--- src/rtl/if_stage.sv ---
// ============================================================================
// Module      : if_stage
// Description : Instruction-fetch pipeline stage. Holds the fetch PC, issues
//               instruction-RAM reads and hands {PC+4, PC} to the pre-decode
//               stage over a valid/allow_in handshake. Branch redirects from
//               ID squash the wrong-path fetch. A boot/run/halt FSM sequences
//               the first fetch after reset and parks fetch on a halt request.
// Optional    : define IF_PERF_CNT_EN to add the fetch_cnt / redirect_cnt
//               performance counter outputs.
// Ports       : clk, reset (async, active-high)
//               IPD_allow_in     - pre-decode can accept this cycle
//               ID_to_IF_bus     - {br_taken_cancel, br_target[31:0]}
//               halt_req         - level, stop fetching after current inst
//               IF_to_IPD_valid  - bus content valid
//               IF_to_IPD_bus    - {IF_PC+4, IF_PC}
//               inst_ram_en      - inst-RAM read enable
//               inst_ram_addr    - inst-RAM byte address (= IF_PC)
//               if_state         - FSM state (debug)
//               fetch_cnt, redirect_cnt (IF_PERF_CNT_EN only)
// Revision    : 1.0 - initial release
// ============================================================================
`default_nettype none

module if_stage #(
    parameter logic [31:0] RESET_PC = 32'h1C00_0000,
    parameter int          BUS_WD   = 64
) (
    input  logic              clk,
    input  logic              reset,
    input  logic              IPD_allow_in,
    input  logic [32:0]       ID_to_IF_bus,
    input  logic              halt_req,
    output logic              IF_to_IPD_valid,
    output logic [BUS_WD-1:0] IF_to_IPD_bus,
    output logic              inst_ram_en,
    output logic [31:0]       inst_ram_addr,
    output logic [1:0]        if_state
`ifdef IF_PERF_CNT_EN
    ,
    output logic [31:0]       fetch_cnt,
    output logic [31:0]       redirect_cnt
`endif
);

    typedef enum logic [1:0] {
        S_BOOT = 2'b00,
        S_RUN  = 2'b01,
        S_HALT = 2'b10
    } state_e;

    state_e      state_q, state_d;
    logic [31:0] pc_q, pc_d;
    logic        valid_q, valid_d;

    logic        w_br_cancel;
    logic [31:0] w_br_target;
    logic        w_out_valid;
    logic        w_redirect;
    logic [31:0] w_pc_plus4;

    assign w_br_cancel = ID_to_IF_bus[32];
    assign w_br_target = ID_to_IF_bus[31:0];
    assign w_pc_plus4  = pc_q + 32'd4;

    always_ff @(posedge clk or posedge reset) begin
        if (reset) begin
            state_q <= S_BOOT;
            pc_q    <= RESET_PC;
            valid_q <= 1'b0;
        end else begin
            state_q <= state_d;
            pc_q    <= pc_d;
            valid_q <= valid_d;
        end
    end

    always_comb begin
        state_d     = state_q;
        pc_d        = pc_q;
        valid_d     = valid_q;
        w_out_valid = 1'b0;
        w_redirect  = 1'b0;
        case (state_q)
            S_RUN: begin
                // A redirect squashes whatever is on the bus this cycle.
                w_out_valid = valid_q & ~w_br_cancel;
                if (w_br_cancel) begin
                    w_redirect = 1'b1;
                    pc_d       = w_br_target;
                    valid_d    = 1'b1;
                end else if (w_out_valid && IPD_allow_in) begin
                    pc_d = w_pc_plus4;
                    // The transferring instruction is delivered; the halt
                    // only parks the stage after it.
                    if (halt_req) begin
                        state_d = S_HALT;
                        valid_d = 1'b0;
                    end
                end
            end
            S_HALT: begin
                if (w_br_cancel) begin
                    w_redirect = 1'b1;
                    pc_d       = w_br_target;
                    valid_d    = 1'b1;
                    state_d    = S_RUN;
                end
            end
            default: begin
                // BOOT (and the unreachable 2'b11): ignore redirects, start
                // fetching at the reset vector next cycle.
                state_d = S_RUN;
                pc_d    = RESET_PC;
                valid_d = 1'b1;
            end
        endcase
    end

    assign IF_to_IPD_valid = w_out_valid;
    assign inst_ram_en     = w_out_valid & IPD_allow_in;
    assign inst_ram_addr   = pc_q;
    assign IF_to_IPD_bus   = {w_pc_plus4, pc_q};
    assign if_state        = state_q;

`ifdef IF_PERF_CNT_EN
    logic [31:0] fetch_cnt_q;
    logic [31:0] redirect_cnt_q;

    always_ff @(posedge clk or posedge reset) begin
        if (reset) begin
            fetch_cnt_q    <= 32'd0;
            redirect_cnt_q <= 32'd0;
        end else begin
            if (inst_ram_en) begin
                fetch_cnt_q <= fetch_cnt_q + 32'd1;
            end
            if (w_redirect) begin
                redirect_cnt_q <= redirect_cnt_q + 32'd1;
            end
        end
    end

    assign fetch_cnt    = fetch_cnt_q;
    assign redirect_cnt = redirect_cnt_q;
`endif

endmodule

`default_nettype wire

--- config.mk ---
export PLATFORM = sky130hd
export DESIGN_NAME = if_stage
export DESIGN_NICKNAME = d
export VERILOG_FILES = /design/src/rtl/if_stage.sv
export SDC_FILE = /design/constraint.sdc
export NUM_CORES = 1
export LEC_CHECK = 0
export CAP_MARGIN = 20
export CORE_ASPECT_RATIO = 1.1
export CORE_UTILIZATION = 61
export DETAILED_ROUTE_END_ITERATION = 10
export DONT_BUFFER_PORTS = 1
export GPL_ROUTABILITY_DRIVEN = 0
export PLACE_DENSITY = 0.82
export SLEW_MARGIN = 0
export SYNTH_ARGS = -nofsm -noshare
export SYNTH_HDL_FRONTEND = slang
export SYNTH_SLANG_ARGS = --single-unit
--- constraint.sdc ---
create_clock -name clk -period 2.6 [get_ports clk]
set_clock_uncertainty 0.15 [all_clocks]
set_input_delay 0.26 -clock clk [delete_from_list [all_inputs] [get_ports clk]]
set_output_delay 0.26 -clock clk [all_outputs]
set_load 0.02 [all_outputs]
==> impl.org, run 1 <==
** Outcome
- The run finished with clean final reports.

** Routing
- The first routing iteration left 298 violations.
- Once detail routing completed, the nets flagged for antenna violations numbered 0.
- Dividing the detail-routed via count by the number of cells gives 6.43.
- In the routed design, unresolved DRC markers number 0.
- WL per Instance :: approximately 19 um
- For this block, the routed nets add up to between 7000 and 8000 um of wire.
- Count of vias placed by the detailed router :: 2616
- Number of iterations in the first detailed-routing pass :: 4

** Clocking
- The H-tree generated during clock tree synthesis spans 2 levels.
- Root buffer cell :: sky130_fd_sc_hd__clkbuf_8
- Clock net sink count :: 35
- After clock tree synthesis, the clock-pin slew on the worst setup and hold paths is 0.07 ns.
- TritonCTS built the clock tree.
- Clock tree synthesis inserted a total of 5 buffers.
- Maximum number of buffers from clock root to sink :: 2
- The later pin in the worst-skew pair is clocked with a latency of around 0.29 ns.

** Global route
- The number of global-route vias before repair is 2535.
- Maximum number of pins on one net before global-route repair :: 36
- First-pass GRT wire length :: 12000 um
- Residual overflow from global routing :: 0
- Global routing used 33.3% of the available tracks.
- The number of antenna violations at the first check in global routing came to 0.

** Setup path
- The worst register-to-register path begins at if_state[1]$_DFFE_PP0P_.
- Kind of start point of the critical path :: flip-flop
- Along the worst path, the maximum fanout reaches 7.
- Worst path slowest cell :: sky130_fd_sc_hd__or3_4
- Worst setup EP type :: output pin
- Most frequent cell on the critical path :: sky130_fd_sc_hd__buf_4
- Cells along the critical path :: buf_4, nand4_4, or3_4, or3_1, xnor2_1, buf_4
- The worst register-to-register path has a depth of 8.
- Critical path data arrival time :: between 2 and 2.5 ns
- The worst setup path is of the reg2out kind.
- For the worst setup path, the data required time is around 2.2 ns.
- First element of the critical path :: inst_ram_addr[2]$_DFFE_PP0P_
- Worst stage delay on the critical path :: 0.38 ns

** Layout
- Finished Core Util :: approximately four fifths
- Most common cell after layout, fill and taps aside :: sky130_fd_sc_hd__buf_4
- Relative to the synthesized area, the layout overhead comes to 19.4%.
- In the final layout, the share of cells above drive strength 1 is ~22%.
- Number of non-filler instances in the completed layout :: 407
- Fill cells in the final layout number 286.
- Summing all multi-input logic gate instances after layout gives 0.00149 mm2.
- Sequential cell area in the final layout :: 880 um2
- In the layout the commonest cells are 55 x sky130_fd_sc_hd__buf_4, 32 x sky130_fd_sc_hd__dfrtp_1, 30 x sky130_fd_sc_hd__nand2_1.
- Count of inserted antenna diode cells :: 0
- For this run, the post-layout net count is 394.

** Synth
- Yosys mapped a number of flops with a built-in enable equal to 0.
- In the post-synthesis netlist, the biggest area contributors are sky130_fd_sc_hd__dfrtp_1 30%, sky130_fd_sc_hd__buf_4 9.8%, sky130_fd_sc_hd__xnor2_1 5.5%.
- The synthesized design contains 35 register bits.
- Counting every net in the synthesized netlist gives roughly 360.
- Summing the sequential cell areas from Yosys gives 32.7% of the chip area.
- Post-Syn Area :: 0.00269 mm2
- Synth top area share :: 29.8%
- The cell count after synthesis came out at 317.
- Prevailing post-synth register cell :: sky130_fd_sc_hd__dfrtp_1
- Synthesized area divided by synthesized cell count :: 8.48 um2
- Biggest area consumer among synthesized cells :: sky130_fd_sc_hd__dfrtp_1
- Number of warning messages in the yosys log :: 0
- Yosys mapped the design onto 47 distinct sky130hd cell types.
- Share of async-settable or async-resettable flops after synthesis :: 100%

** STA
- Final-layout worst hold slack :: 0.00380 ns
- Number of endpoints failing setup at the final stage :: 0
- Measured against its own limit, the worst slew margin works out to 60.9%.
- For the finished layout, the period the worst path requires is between 2 and 2.5 ns.
- Final-report hold violation count :: 0
- The total count of max-transition violations in the final report was 0.
- For the pin with the worst max-slew slack, the measured transition is 0.583 ns.
- Fmax :: approximately 400 MHz
- Dividing the final minimum period by the clock period gives between 90% and 100%.

** Power and ir drop
- For this design the ratio of total power to cell area is 1350 mW/mm2.
- Clock network fraction of design power :: 8.9%
- Sequential cells burn 26.7% of the power.
- In this run switching power makes up 56.3% of total power.
- Pleak :: 1.48 nW
- Total power for the finished layout comes to 4.35 mW.
- Combinational logic is responsible for 64.4% of the overall power.
- VDD sags by at most 830 uV.
- Summed over all nets, the switching power comes to 2.45 mW.
- Internal power comes to 1.90 mW.

** Die
- For this configuration, the core starts out at a cell density of between 60% and 70%.
- The die covers approximately 0.0047 mm2.
- I/O Pins :: 137
- Total core area :: 0.00408 mm2
- After floorplanning, the core was divided into 24 placement rows.
- Horiz. Die Dim :: roughly 65 um
- Overall die height :: 71.6 um

** Placed design
- Including well taps, the total number of placed cells is 376.
- The wire-length estimate of the detail-placed layout is 5450 um.
- Input and output buffers added on the ports amount to 0.

** Flow run
- Max-cap violations :: 0

** Min path
- Worst hold path class :: in2reg
- In this run the most critical hold path is launched from ID_to_IF_bus[24].
- The worst hold path was traced through 2 stages.
-- power groups by stage --
stage | logic (mW) | registers, mW | clock network [mW]
3_3_place_gp | 2.69 | 1.13 | 0
3_5_place_dp | 2.73 | 1.15 | 0
2_1_floorplan | 1.87 | 1.47 | 0
6_report | 2.80 | 1.16 | 0.386
4_1_cts | 2.77 | 1.14 | 0.387
5_1_grt | 2.98 | 1.19 | 0.405
-- synthesized netlist by cell type, types with 2 or more instances --
master	number
sky130_fd_sc_hd__a21oi_1	5
sky130_fd_sc_hd__a221o_1	4
sky130_fd_sc_hd__a22oi_1	17
sky130_fd_sc_hd__a31oi_1	6
sky130_fd_sc_hd__a41oi_1	3
sky130_fd_sc_hd__and2_1	4
sky130_fd_sc_hd__and3_1	9
sky130_fd_sc_hd__buf_4	35
sky130_fd_sc_hd__clkbuf_1	13
sky130_fd_sc_hd__dfrtp_1	32
sky130_fd_sc_hd__dfstp_2	3
sky130_fd_sc_hd__ha_1	3
sky130_fd_sc_hd__inv_1	14
sky130_fd_sc_hd__nand2_1	30
sky130_fd_sc_hd__nand2b_1	3
sky130_fd_sc_hd__nand3_1	10
sky130_fd_sc_hd__nand3_2	2
sky130_fd_sc_hd__nand4_1	12
sky130_fd_sc_hd__nor2_1	17
sky130_fd_sc_hd__nor2b_1	2
sky130_fd_sc_hd__nor3_1	5
sky130_fd_sc_hd__nor3b_1	2
sky130_fd_sc_hd__nor4_1	4
sky130_fd_sc_hd__o21ai_0	18
sky130_fd_sc_hd__o21ai_1	8
sky130_fd_sc_hd__o22a_1	2
sky130_fd_sc_hd__o22ai_1	3
sky130_fd_sc_hd__o311ai_1	3
sky130_fd_sc_hd__o311ai_2	2
sky130_fd_sc_hd__o31ai_1	2
sky130_fd_sc_hd__or3_1	2
sky130_fd_sc_hd__xnor2_1	17
sky130_fd_sc_hd__xor2_1	11
-- area by class of cell --
class | count | area share (%)
multi-input cells | 219 | 46.3
flip-flops and latches | 35 | 27.4
repair buffers | 78 | 20.0
clock buffers | 8 | 2.49
well taps | 52 | 2.03
inverters | 15 | 1.75
-- path summary, 6_finish.rpt --
kind,endpoint,slack (ns)
hold reg to reg,inst_ram_addr[23]$_DFFE_PP0P_,0.49
setup reg to reg,inst_ram_addr[24]$_DFFE_PP0P_,0.35
max in group asynchronous,inst_ram_addr[28]$_DFFE_PP1P_,1.57
setup / recovery,IF_to_IPD_bus[51],0.11
hold / removal,inst_ram_addr[24]$_DFFE_PP0P_,0.004
min in group asynchronous,inst_ram_addr[5]$_DFFE_PP0P_,0.37
-- stage by stage --
| step | setup WS [ns] | TNS (ns) | instance area, um2 |
|---|---|---|---|
| after floorplan | 0.122 | 0 | 2690 |
| after global placement | 0.319 | 0 | 2860 |
| after detailed placement | 0.247 | 0 | 2860 |
| after CTS | 0.00253 | 0 | 3170 |
| after global routing | -0.00577 | -0.00577 | 3210 |
| final | 0.111 | 0 | 3210 |
-- layer usage --
layer	GRT usage (%)	wire length, um	part of all wire [%]
met2	57.5	3830	50
met1	39.7	2980	39
met4	11.1	122	1.6
met3	9.08	704	9.2
met5	0	0	0
-- kinds of logic after synthesis --
family	share of synthesized area, %
simple gates	22.4
compound gates	20.3
buf+inv	13.7
flops	32.7
xor+xnor	9.12
fa+ha+maj	1.40
mux	0.372
-- sequential cells by signal, summed over array words and instances, names as in the netlist --
| register | flops |
|---|---|
| if_state | 2 |
| inst_ram_addr | 32 |
| valid_q | 1 |
-- worst max-delay path, delay by kind of cell (launching register included) --
kind                      cells  cell delay (ns)
buffers and inverters         2             0.38
and+or+nand+nor               3             0.91
DFF                           1             0.36
xor gates and xnor gates      1             0.15
-- timing repair --
action	4_1_cts	5_1_grt
cloned	0	0
endpoints found under the hold margin	55	0
gates resized for setup	3	7
endpoints found under the setup margin	5	10
buffers inserted	0	0
pin swaps	0	0
hold buffers	23	0
(Power assumes the default switching activity.)
==> inputs of run 2 (changes only) <==
==> constraint.sdc (replaced) <==
create_clock -name clk -period 2.6 [get_ports clk]
set_clock_uncertainty 0.15 [all_clocks]
set_input_delay 0.13 -clock clk [delete_from_list [all_inputs] [get_ports clk]]
set_output_delay 0.13 -clock clk [all_outputs]
set_load 0.02 [all_outputs]
==> impl.org, run 2 (synthesis results as in run 1) <==
** Layout
- The count of placed standard cells in the final layout, fillers left out was 420 (+3.2%).
- The library cell used most frequently in the layout, excluding fill and tap cells, is sky130_fd_sc_hd__buf_4.
- Leaving out fill and tap cells, the most frequent cells in the layout are 53 x sky130_fd_sc_hd__buf_4, 37 x sky130_fd_sc_hd__dlygate4sd3_1, 31 x sky130_fd_sc_hd__dfrtp_1.
- Area delta synth->final :: 25.2%
- Final layout net count :: 407 (+3.3%)
- Share of cells above drive strength 1 :: 21.7% (-0.23 points)
- Finished Core Util :: 82.4% (+3.8 points)
- The flip-flop count of the largest register after layout was 32 (unchanged).
- The number of diodes came to 0 (unchanged).
- Final instance area :: 0.00337 mm2 (+4.8%)

** Die
- The total number of placement rows came to 24 (unchanged).
- The width of the die was 65.3 um (unchanged).
- The effective utilization at floorplan was 65.8% (unchanged).
- Overall die height :: 71.6 um (unchanged)
- Overall die area :: 0.00468 mm2 (unchanged)
- I/O Pins :: 137 (unchanged)
- Total core area :: 0.00408 mm2 (unchanged)

** Setup path
- The required time reported for the critical path endpoint came to 2.32 ns (+0.13 ns).
- Startpoint of the worst-slack reg-to-reg timing path :: if_state[1]$_DFFE_PP0P_
- The critical path in this run is classified as reg2out.
- Worst setup slack for register-to-register paths :: 0.22 ns (-0.13 ns)
- Worst setup EP type :: output pin
- The highest fanout seen on the critical path is 7 (unchanged).
- STA classifies the critical path startpoint as a flip-flop.
- The critical path arrival was 2.27 ns (+0.19 ns).
- The cell count of the worst reg-to-reg path is 8 (unchanged).
- Worst R2R End :: inst_ram_addr[24]$_DFFE_PP0P_

** Placed design
- The cell count after placement came to 375 (-0.27%).
- The cell area after placement came to 0.00286 mm2 (+0.18%).
- The count of buffers from port buffering is 0 (unchanged).
- Sum of net half-perimeters after detailed placement :: 5500 um (+0.89%)

** STA
- Final setup TNS :: 0 ns (unchanged)
- The maximum frequency from static timing analysis was 392 MHz (-2.3%).
- The number of hold violations in the final report was 0 (unchanged).
- Tmin final :: 2.55 ns (+0.0593 ns)
- Setup repair after global routing missed its margin :: yes
- Post-route clock period utilization :: 98.0% (+2.3 points)
- Number of endpoints failing setup at the final stage :: 0 (unchanged)
- Measured slew at the worst slew-check pin :: 0.601 ns (+0.0184 ns)
- Final-report max-slew violation count :: 0 (unchanged)
- The worst relative slew slack came to 59.8% (-1.1 points).

** Global route
- The number of antenna violations at the first check in global routing came to 0 (unchanged).
- The global-route wire length before repair came to 13200 um (+10%).
- The aggregate global routing overflow was 0 (unchanged).
- The number of global-route vias before repair was 2759 (+8.8%).
- The global routing usage summed across all routing layers was 37.2% (+3.9 points).
- The largest net degree at the start of global routing is 36 (unchanged).

** Clocking
- The number of sinks on the clock net came to 35 (unchanged).
- The cell sitting at the root of the clock tree is a sky130_fd_sc_hd__clkbuf_8.
- Maximum number of buffers from clock root to sink :: 2 (unchanged)
- The number of CTS-inserted buffers is 5 (unchanged).
- The H-tree depth is 2 (unchanged).
- Worst-skew pair later-pin latency :: 0.30 ns (about the same)
- The clock slew seen by the registers of the worst setup and hold paths was 0.08 ns (about the same).
- TritonCTS built the clock tree.

** Power and ir drop
- Pleak :: 1.53 nW (+3.0%)
- The power density over the cells came to 1330 mW/mm2 (-1.5%).
- The worst voltage drop across the vdd grid is 915 uV (+10%).

** Routing
- The number of optimization iterations in the first detailed-route pass is 5 (+1).
- Metal-1 WL :: 3130 um (+5.0%)
- The met2 wirelength from detailed routing came to 4100 um (+7.1%).
- Count of vias placed by the detailed router :: 2721 (+4.0%)
- The wire length per cell after detailed routing is 19.6 um (+4.6%).
- Number of DRC markers after the initial detailed-route iteration :: 235 (-21%)
- Final routed DRC violation total :: 0 (unchanged)
- Antenna-violating nets left :: 0 (unchanged)
- Max layer used :: met4
- The amount of wire on met3 after detailed routing is 800 um (+14%).
- Final wirelength :: 8250 um (+8.0%)
- Drt via density :: 6.48 (+0.79%)

** Min path
- Worst hold path class :: in2reg
- Startpoint of the most critical hold path :: ID_to_IF_bus[26]
- Min-Delay Endpoint :: inst_ram_addr[26]$_DFFE_PP1P_
- The worst hold path depth came to 3 (+1).

** Flow run
- The number of violations of the max-capacitance limit was 0 (unchanged).

** Outcome
- Status :: complete, no violations
-- run 2: cell types whose count changed in the layout (fill, tap and decap cells not counted), sizes merged --
| cell | delta |
|---|---|
| buf | -1 |
| dlygate4sd3 | +14 |
-- run 2: worst max-delay path by stage --
stage                                 startpoint                 to  slack [ns]  cells past startpoint
floorplan           inst_ram_addr[3]$_DFFE_PP0P_  IF_to_IPD_bus[56]        0.25                      5
global placement    inst_ram_addr[3]$_DFFE_PP0P_  IF_to_IPD_bus[62]        0.26                      7
detailed placement  inst_ram_addr[3]$_DFFE_PP0P_  IF_to_IPD_bus[62]        0.18                      7
CTS                 inst_ram_addr[3]$_DFFE_PP0P_  IF_to_IPD_bus[56]        0.08                      7
global route        inst_ram_addr[3]$_DFFE_PP0P_  IF_to_IPD_bus[51]      -0.002                      5
finish              inst_ram_addr[3]$_DFFE_PP0P_  IF_to_IPD_bus[51]        0.05                      5
-- run 2: through the flow --
stage | setup slack, ns | power [mW] | hold slack [ns]
global placement | 0.258 | 3.82 | 0.00295
CTS | 0.0781 | 4.40 | 0.00115
floorplan | 0.252 | 3.34 | 0.0853
global route | -0.00195 | 4.72 | 0.0191
detailed placement | 0.181 | 3.89 | 0.00457
finish | 0.0518 | 4.49 | 0.00648
-- run 2: critical path, stage by stage, from the launching register on --
cell and delay [ns]:
sky130_fd_sc_hd__dfrtp_2 0.49, sky130_fd_sc_hd__nand4_2 0.28, sky130_fd_sc_hd__or3_1 0.45, sky130_fd_sc_hd__or3_1 0.38
sky130_fd_sc_hd__xnor2_1 0.21, sky130_fd_sc_hd__buf_4 0.18
-- run 2: report_power, final --
group	internal (mW)	switching, mW	total (mW)	leakage (nW)
logic	0.937	1.89	2.83	1.03
clock network	0.242	0.215	0.457	0.0515
registers	0.801	0.403	1.20	0.449
total	1.98	2.51	4.49	1.53
-- run 2: final cells by class --
type                            instances  area (um2)
Clock buffer                            8         100
Fill cell                             254         718
Inverter                               15        56.3
Multi-Input combinational cell        219        1480
Sequential cell                        35         881
Tap cell                               52        65.1
Timing Repair Buffer                   91         788
-- run 2: repair_timing --
action                                 4_1_cts  5_1_grt
setup endpoints to repair                   10        8
hold buffers                                37        0
setup buffers                                0        0
endpoints found under the hold margin       66        0
resized for setup                            3        5
-- run 2: routing by layer --
layer	global-route usage [%]	up-vias
met3	10.0	26
li1	-	1211
met2	61.2	174
met1	45.1	1310
met5	0	-
met4	17.4	0
==> inputs of run 3 (changes only) <==
- HOLD_SLACK_MARGIN: unset -> 0.15
==> impl.org, run 3 (synthesis results as in run 1) <==
** Setup path
- The worst setup path is captured at a flip-flop.
- Category of the critical setup timing path :: reg2reg
- The critical path arrival is 2.53 ns (+0.26 ns).
- Worst stage delay on the critical path :: 0.56 ns (+0.07 ns)
- The kind of cell with the highest combined delay along the critical path is buffers and inverters.
- The sum of buffers and inverters on the critical path is 2 (+1).
- STA classifies the critical path startpoint as a flip-flop.
- The highest fanout seen on the critical path came to 7 (unchanged).
- WP data required :: 2.63 ns (+0.31 ns)
- Cells along the critical path :: ha_4, nand3_4, nor3_1, buf_4, and3_1, xnor2_1, o21ai_1, dlygate4sd3_1
- Worst path slowest cell :: sky130_fd_sc_hd__dlygate4sd3_1

** Placed design
- Placed cells :: 375 (unchanged)
- The cell area after placement was 0.00286 mm2 (unchanged).
- Sum of net half-perimeters after detailed placement :: 5500 um (unchanged)
- Port-buffer cells :: 0 (unchanged)

** Routing
- The met2 wirelength from detailed routing is 4140 um (+0.93%).
- Metal-1 WL :: 3040 um (-3.0%)
- Antenna-violating nets left :: 0 (unchanged)
- Final wirelength :: 8280 um (+0.32%)
- Drt via density :: 6.60 (+1.8%)
- Met3 wirelength from detailed routing :: 891 um (+11%)
- Max layer used :: met4
- Number of DRC markers after the initial detailed-route iteration :: 305 (+30%)
- The detailed-route DRC error count was 0 (unchanged).
- WL per Instance :: 19.6 um (-0.40%)
- Count of vias placed by the detailed router :: 2791 (+2.6%)
- Number of iterations in the first detailed-routing pass :: 7 (+2)

** STA
- The total count of max-transition violations in the final report came to 0 (unchanged).
- The period utilization was 95.9% (-2.1 points).
- The setup TNS is 0 ns (unchanged).
- Measured slew at the worst slew-check pin :: 0.567 ns (-0.0344 ns)
- Number of endpoints failing setup at the final stage :: 0 (unchanged)
- The worst relative slew slack was 62.1% (+2.3 points).
- Setup repair after global routing missed its margin :: no
- Tmin final :: 2.49 ns (-0.0548 ns)
- The number of hold violations in the final report is 0 (unchanged).
- Fmax :: 401 MHz (+2.2%)

** Layout
- The area growth from synthesis to layout is 26.8%.
- Count of inserted antenna diode cells :: 0 (unchanged)
- Top library cells by usage in the layout, fill and taps aside :: 53 x sky130_fd_sc_hd__buf_4, 40 x sky130_fd_sc_hd__dlygate4sd3_1, 31 x sky130_fd_sc_hd__dfrtp_1
- Final instance area :: 0.00341 mm2 (+1.3%)
- Number of non-filler instances in the completed layout :: 423 (+0.71%)
- Leaving out fill and tap cells, the most frequent cell in the layout is sky130_fd_sc_hd__buf_4.
- Final layout net count :: 410 (+0.74%)
- Finished Core Util :: 83.5% (+1.0 points)
- The fraction of layout instances using a drive strength above 1 was 22.1% (+0.36 points).
- The flip-flop count of the largest register after layout is 32 (unchanged).
- Final-layout fill cell count :: 240 (-5.5%)

** Power and ir drop
- The sum of internal, switching and leakage power came to 4.53 mW (+1.0%).
- PD cells :: 1330 mW/mm2 (-0.23%)
- The leakage component of the power came to 1.54 nW (+1.0%).
- Maximum VDD drop :: 914 uV (about the same)

** Die
- Horiz. Die Dim :: 65.3 um (unchanged)
- Total core area :: 0.00408 mm2 (unchanged)
- Row count :: 24 (unchanged)
- Initial Util :: 65.8% (unchanged)
- The y dimension of the die came to 71.6 um (unchanged).
- I/O Pins :: 137 (unchanged)
- Overall die area :: 0.00468 mm2 (unchanged)

** Clocking
- TritonCTS built the clock tree.
- Number of CTS-inserted buffers :: 5 (unchanged)
- The clock slew seen by the registers of the worst setup and hold paths came to 0.07 ns (about the same).
- The number of sinks on the clock net came to 35 (unchanged).
- Number of H-tree levels :: 2 (unchanged)
- Maximum number of buffers from clock root to sink :: 2 (unchanged)
- # Post-CTS Setup Buffers :: 0 (unchanged)
- Clock tree synthesis selected as its root buffer the cell sky130_fd_sc_hd__clkbuf_8.
- The insertion delay of the later-clocked pin in the worst-skew pair came to 0.30 ns (about the same).

** Global route
- The global routing usage summed across all routing layers came to 37.3% (+0.042 points).
- The number of global-route vias before repair was 2775 (+0.58%).
- Residual overflow from global routing :: 0 (unchanged)
- The global-route wire length before repair is 13300 um (+0.31%).
- Number of antenna violations at the first check in global routing :: 0 (unchanged)
- The largest net degree at the start of global routing is 36 (unchanged).

** Min path
- Worst hold path class :: in2async

** Outcome
- The run finished with clean final reports.

** Flow run
- The number of violations of the max-capacitance limit was 0 (unchanged).
run 3: changes by cell type in the layout (fill, tap and decap cells not counted), sizes merged:
cell and delta:
dlygate4sd3 +3
run 3: per-stage QoR:
stage,hold WS (ns),worst slack (ns)
6_report,0.219,0.107
5_1_grt,0.270,0.00316
4_1_cts,0.243,0.0230
3_5_place_dp,0.00457,0.181
3_3_place_gp,0.00295,0.258
2_1_floorplan,0.0853,0.252
run 3: path summary, 6_finish.rpt:
path	start	depth (start not counted)	to	slack [ns]
min in group clk	IPD_allow_in	4	inst_ram_addr[3]$_DFFE_PP0P_	0.23
setup reg to reg	inst_ram_addr[3]$_DFFE_PP0P_	8	inst_ram_addr[16]$_DFFE_PP0P_	0.11
hold / removal	reset	3	inst_ram_addr[3]$_DFFE_PP0P_	0.22
setup / recovery	inst_ram_addr[3]$_DFFE_PP0P_	8	inst_ram_addr[16]$_DFFE_PP0P_	0.11
max in group asynchronous	reset	3	inst_ram_addr[28]$_DFFE_PP1P_	1.73
hold reg to reg	inst_ram_addr[26]$_DFFE_PP1P_	2	inst_ram_addr[26]$_DFFE_PP1P_	0.49
run 3: metal layers:
metal / vias to the layer above / GRT usage, %
li1: 1217 / -
met1: 1340 / 42.9
met2: 208 / 62.5
met3: 26 / 11.1
met4: 0 / 18.4
met5: - / 0
run 3: tightest hold or removal path, cell delays in order:
cell and delay [ns]:
sky130_fd_sc_hd__dlygate4sd3_1 0.53, sky130_fd_sc_hd__inv_1 0.05, sky130_fd_sc_hd__buf_4 0.40
run 3: what timing repair did:
action | in CTS | in global routing
setup endpoints to repair | 10 | 12
gates resized for setup | 3 | 8
hold endpoints to repair | 70 | 0
pin swaps | 0 | 0
gates cloned | 0 | 0
hold buffers | 40 | 0
run 3: layout make-up:
class                      count  area (um2)  area share [%]
sequential                    35         881            25.8
tap                           52        65.1            1.91
multi-input combinational    219        1490            43.6
clock buffer                   8         100            2.94
inverter                      15        56.3            1.65
timing repair buffer          94         818            24.0
run 3: power by group:
group / leakage (nW) / internal, mW / switching, mW
sequential: 0.449 / 0.801 / 0.415
combinational: 1.04 / 0.958 / 1.90
clock: 0.0515 / 0.242 / 0.219
